[src/rtl/fetch_unit.sv]
// Instruction fetch front end: sequential PC generation, credit-limited imem
// requests, in-order response capture into a show-ahead FIFO, and discard of
// responses that were already in flight when a redirect happened.
module fetch_unit #(
  parameter int          FIFO_DEPTH      = 4,
  parameter int          MAX_OUTSTANDING = 2,
  parameter logic [31:0] RESET_PC        = 32'h0000_0000
) (
  input  logic        clock,
  input  logic        reset,
  input  logic        stall,
  input  logic        do_flush,
  input  logic [31:0] redirect_addr,
  output logic        imem_req_valid,
  input  logic        imem_req_ready,
  output logic [31:0] imem_req_addr,
  input  logic        imem_resp_valid,
  input  logic [31:0] imem_resp_data,
  output logic        instr_valid,
  output logic [31:0] instr,
  output logic [31:0] instr_pc
);

  localparam int PW = (FIFO_DEPTH > 1) ? $clog2(FIFO_DEPTH) : 1;
  localparam int CW = PW + 1;
  localparam int OW = $clog2(MAX_OUTSTANDING + 1);
  localparam int SW = CW + OW;

  logic [31:0]   r_fetch_pc;
  logic [31:0]   r_resp_pc;
  logic [OW-1:0] r_outstanding;
  logic [OW-1:0] r_drop_cnt;
  logic [31:0]   r_mem_data [FIFO_DEPTH];
  logic [31:0]   r_mem_pc   [FIFO_DEPTH];
  logic [PW-1:0] r_rd_ptr;
  logic [PW-1:0] r_wr_ptr;
  logic [CW-1:0] r_count;

  logic          w_out_ok;
  logic          w_credit_ok;
  logic          w_req_valid;
  logic          w_accept;
  logic          w_resp;
  logic          w_push;
  logic          w_pop;
  logic [OW-1:0] w_out_next;
  logic [SW-1:0] w_credit_sum;

  // Request credit: bounded in-flight count and room reserved in the FIFO
  // for every request already issued, so responses can never overflow it.
  always_comb begin
    w_credit_sum = SW'(r_count) + SW'(r_outstanding);
    w_out_ok     = (r_outstanding < OW'(MAX_OUTSTANDING));
    w_credit_ok  = (w_credit_sum < SW'(FIFO_DEPTH));
    // valid never looks at ready; reset gating keeps the channel quiet while held
    w_req_valid  = !reset && !do_flush && w_out_ok && w_credit_ok;
    w_accept     = w_req_valid && imem_req_ready;
    // a response with nothing outstanding is a stray and is ignored
    w_resp       = imem_resp_valid && (r_outstanding != '0);
    w_push       = w_resp && !do_flush && (r_drop_cnt == '0);
    w_pop        = (r_count != '0) && !stall && !do_flush;
    w_out_next   = r_outstanding + OW'(w_accept) - OW'(w_resp);
  end

  assign imem_req_valid = w_req_valid;
  assign imem_req_addr  = r_fetch_pc;
  assign instr_valid    = (r_count != '0);
  assign instr          = r_mem_data[r_rd_ptr];
  assign instr_pc       = r_mem_pc[r_rd_ptr];

  // PC tracking, in-flight accounting and drop counter; flush wins over all.
  always_ff @(posedge clock or posedge reset) begin
    if (reset) begin
      r_fetch_pc    <= RESET_PC;
      r_resp_pc     <= RESET_PC;
      r_outstanding <= '0;
      r_drop_cnt    <= '0;
    end else begin
      r_outstanding <= w_out_next;
      if (do_flush) begin
        r_fetch_pc <= redirect_addr;
        r_resp_pc  <= redirect_addr;
        // everything still in flight after this edge belongs to the old path
        r_drop_cnt <= w_out_next;
      end else begin
        if (w_accept) begin
          r_fetch_pc <= r_fetch_pc + 32'd4;
        end
        if (w_push) begin
          r_resp_pc <= r_resp_pc + 32'd4;
        end
        if (w_resp && (r_drop_cnt != '0)) begin
          r_drop_cnt <= r_drop_cnt - OW'(1);
        end
      end
    end
  end

  // Instruction buffer: show-ahead FIFO of {instruction, pc}.
  always_ff @(posedge clock or posedge reset) begin
    if (reset) begin
      r_rd_ptr <= '0;
      r_wr_ptr <= '0;
      r_count  <= '0;
      for (int i = 0; i < FIFO_DEPTH; i++) begin
        r_mem_data[i] <= 32'h0000_0000;
        r_mem_pc[i]   <= 32'h0000_0000;
      end
    end else if (do_flush) begin
      r_rd_ptr <= '0;
      r_wr_ptr <= '0;
      r_count  <= '0;
    end else begin
      if (w_push) begin
        r_mem_data[r_wr_ptr] <= imem_resp_data;
        r_mem_pc[r_wr_ptr]   <= r_resp_pc;
        r_wr_ptr             <= r_wr_ptr + PW'(1);
      end
      if (w_pop) begin
        r_rd_ptr <= r_rd_ptr + PW'(1);
      end
      if (w_push && !w_pop) begin
        r_count <= r_count + CW'(1);
      end else if (!w_push && w_pop) begin
        r_count <= r_count - CW'(1);
      end else begin
        r_count <= r_count;
      end
    end
  end

endmodule
[config.mk]
export PLATFORM = sky130hd
export DESIGN_NAME = fetch_unit
export DESIGN_NICKNAME = d
export VERILOG_FILES = /design/src/rtl/fetch_unit.sv
export SDC_FILE = /design/constraint.sdc
export NUM_CORES = 1
export LEC_CHECK = 0
export ABC_AREA = 0
export CORE_MARGIN = 1.5
export CORE_UTILIZATION = 30
export CTS_CLUSTER_SIZE = 16
export DETAILED_ROUTE_END_ITERATION = 10
export PLACE_DENSITY = 0.53
export SLEW_MARGIN = 10
export SYNTH_ARGS = -nofsm -noshare
export SYNTH_HDL_FRONTEND = slang
export SYNTH_SLANG_ARGS = --single-unit
[constraint.sdc]
create_clock -name clock -period 16.9 [get_ports clock]
set_input_delay 4.225 -clock clock [delete_from_list [all_inputs] [get_ports clock]]
set_output_delay 4.225 -clock clock [all_outputs]
set_load 0.005 [all_outputs]
==> metrics.csv <==
stage,metric,value,unit
timing,timing.hold.ws,479,ps
critical_path,path_class,in -> out,
logic_synthesis,yosys.cell_types.count,56,
logic_synthesis,ys.flop_type,dfrtp_1,
layout,areaGrowthSynthToFinish,22.7,%
cts,path_clk_slew,60,ps
timing,min_period,9820,ps
global_route,grt_overflow,0,
pwr,clkPwrFrac,30.7,%
logic_synthesis,synth_area_leaders,"dfrtp_1 (54%), mux2_2 (14%), mux4_2 (9.4%), mux2_1 (5.9%), buf_6 (1.5%)",
timing,setup_tns,0,ps
drt,drc,0,
cts,root_buffer,clkbuf_16,
timing,maxSlewHeadroom,32.6,%
logic_synthesis,syn_area,15400,µm²
layout,final_util,37.4,%
pwr,ir_worst_vdd,0.0696,mV
hold_path,hold_end,r_mem_pc[35]$_DFFE_PP0P_,
floorplanning,pin_count,168,
cts,post-cts-setup-buffers,0,
pwr,p_seq_share,40.0,%
logic_synthesis,syn_area_per_cell,14.3,µm²
logic_synthesis,syn_inst,1077,
pwr,power.net_switching,0.773,mW
placement,hpwl,23100,µm
critical_path,end_kind,output port,
placement,io_buffers,167,
timing,setup_violations,0,
layout,final_cell_area,18800,µm²
floorplanning,dieHeight,229,µm
critical_path,reg2reg_depth,6,
drt,drt-initial-drc-count,359,
logic_synthesis,synthArstFlopShare,100,%
cts,numCtsBuffers,41,
drt,antenna_left,0,
pwr,intPower,2.00,mW
cts,htree_levels,2,
critical_path,cp-start-kind,input port,
critical_path,r2r_start,r_drop_cnt[0]$_DFFE_PP0P_,
drt,viasPerCell,4.84,
critical_path,cp_max_fo,2,
timing,max_freq,102,MHz
global_route,grt_usage,14.6,%
timing,finalClockSkew,17.2,ps
logic_synthesis,synth-seq-cells,331,
critical_path,crit_path_top_delay_cell,clkdlybuf4s50_1,
layout,regArea,8290,µm²
run_status,status,"complete, no violations",
placement,placed_cell_area,17500,µm²
hold_path,holdPathStages,1,
placement,pre_cts_slack,7050,ps
pwr,comb_power_share,29.3,%
logic_synthesis,synth_top_area_share,54.0,%
critical_path,cp_data_arrival_time,5590,ps
job,drv_cap,0,
drt,wl_per_cell,19.5,µm
drt,drt-pass1-iter-count,4,
logic_synthesis,yosys.area.top_type,dfrtp_1,
cts,clkLatencyLatePin,560,ps
timing,fin_ws,7080,ps
timing,hold_viol_final,0,
global_route,grt_max_degree,128,
drt,routed-via-count,9370,
critical_path,worstPathRequired,12680,ps
timing,post-route-period-util,58.1,%
logic_synthesis,syn-num-nets,1158,
hold_path,min_path_type,reg -> reg,
layout,final_cells,1934,
global_route,grt_pass1_wl,59900,µm
pwr,p_leak,8.15,nW
layout,num_antenna_cells,0,
floorplanning,dieArea,52500,µm²
global_route,grt_antenna_before_repair,0,
logic_synthesis,yosys-top-cells-count,"dfrtp_1 (331), mux2_2 (186), mux2_1 (80), mux4_2 (64), nand2_1 (58)",
drt,wirelength,37700,µm
pwr,p_total,2.77,mW
floorplanning,fp.coreArea,50400,µm²
critical_path,cp_common_cell,clkdlybuf4s50_1,
floorplanning,rows,82,
cts,cts_repair_resize_count,0,
critical_path,r2r-end,r_mem_data[63]$_DFFE_PP0P_,
timing,tightest_slew,1010,ps
critical_path,rrSetupSlack,13970,ps
cts,cts_max_path_buffers,3,
timing,rsz0062_at_grt,false,
layout,layout-drive-gt1-share,28.1,%
layout,multi_input_area,6570,µm²
cts,cts_tree,done,
layout,nFillCells,4779,
global_route,grt_pass1_vias,9973,
hold_path,hold_start,r_mem_pc[35]$_DFFE_PP0P_,
placement,place.gp.congestion,0.756,
floorplanning,initial_core_util,30.5,%
logic_synthesis,yosysMostFrequentCell,dfrtp_1,
critical_path,slowest_delay,520,ps
pwr,p_per_area,147,nW/µm²
logic_synthesis,synth-edff-count,0,
pwr,sw_frac_of_total,27.9,%
placement,dp_cells,1861,
cts,clkSinkCount,331,
logic_synthesis,ys_seq_area_share,54.0,%
logic_synthesis,ys.warnings.count,0,
cts,postCtsHoldBufs,0,
layout,final_nets,1313,
floorplanning,fp.dieW,229,µm
critical_path,cp_cell_sequence,clkdlybuf4s50_1 > nor3_2 > and3_1 > clkdlybuf4s50_1,
timing,slew_viol_final,0,
## layer usage
layer,track usage [%],share of wire (%)
met5,0,0
met4,4.26,1.9
met3,2.94,4.6
met2,23.0,47
met1,20.3,47
## registers in the layout, indices dropped and copies added, names as in the netlist
| register | flops |
|---|---|
| r_mem_data | 128 |
| imem_req_addr | 32 |
| r_drop_cnt | 2 |
| r_outstanding | 2 |
| r_rd_ptr | 2 |
| r_resp_pc | 32 |
| r_wr_ptr | 2 |
| r_mem_pc | 128 |
| r_count | 3 |
## placed cells by master, fill, tap and decap left out, drive strengths merged, types with 22 or more instances in the layout
master         count
nand3             37
inv               22
nand4             24
nand2             58
mux4              64
dfrtp            331
clkbuf            60
o21ai             32
nor2              27
xnor2             24
clkdlybuf4s50    166
mux2             266
## power by group through the flow
stage               sequential [mW]  clock (mW)  combinational, mW
finish                         1.11       0.851              0.812
detailed placement             1.12           0              0.831
CTS                            1.11       0.883              0.834
global placement               1.12           0              0.821
floorplan                      1.06           0              0.495
global route                   1.14       0.914              0.881
## layout make-up
class | count | share of cell area, %
multi-input cells | 659 | 34.9
inverters | 20 | 0.438
clock buffers | 60 | 6.36
flip-flops and latches | 331 | 44.0
repair buffers | 179 | 9.32
clock inverters | 13 | 0.531
well taps | 672 | 4.46
## kinds of logic (layout without fill, tap and decap cells)
logic type                 after synthesis  count (layout)  synth area share (%)
muxes                                  332             332                  29.0
buffers and inverters                   87             272                  3.35
DFF                                    331             331                  54.0
xor gates and xnor gates                44              44                  2.56
adders and majority gates               11              11                 0.945
AOI/OAI and AO/OA                       78              78                  3.28
and+or+nand+nor                        194             194                  6.87
## critical path, delay by kind of cell
family                 cells  cell delay, ps
buffers and inverters      2            1020
AND/OR/NAND/NOR            2             350
## how the worst max path moves through the flow
stage | start | slack [ps] | cells past startpoint | to
3_5_place_dp | do_flush | 7050 | 5 | imem_req_valid
4_1_cts | do_flush | 7040 | 5 | imem_req_valid
2_1_floorplan | reset | 3510 | 1 | imem_req_addr[0]$_DFFE_PP0P_
3_3_place_gp | do_flush | 7050 | 5 | imem_req_valid
5_1_grt | do_flush | 6980 | 5 | imem_req_valid
6_report | reset | 7080 | 4 | imem_req_valid
No activity file was read; power rests on OpenSTA's default activity.
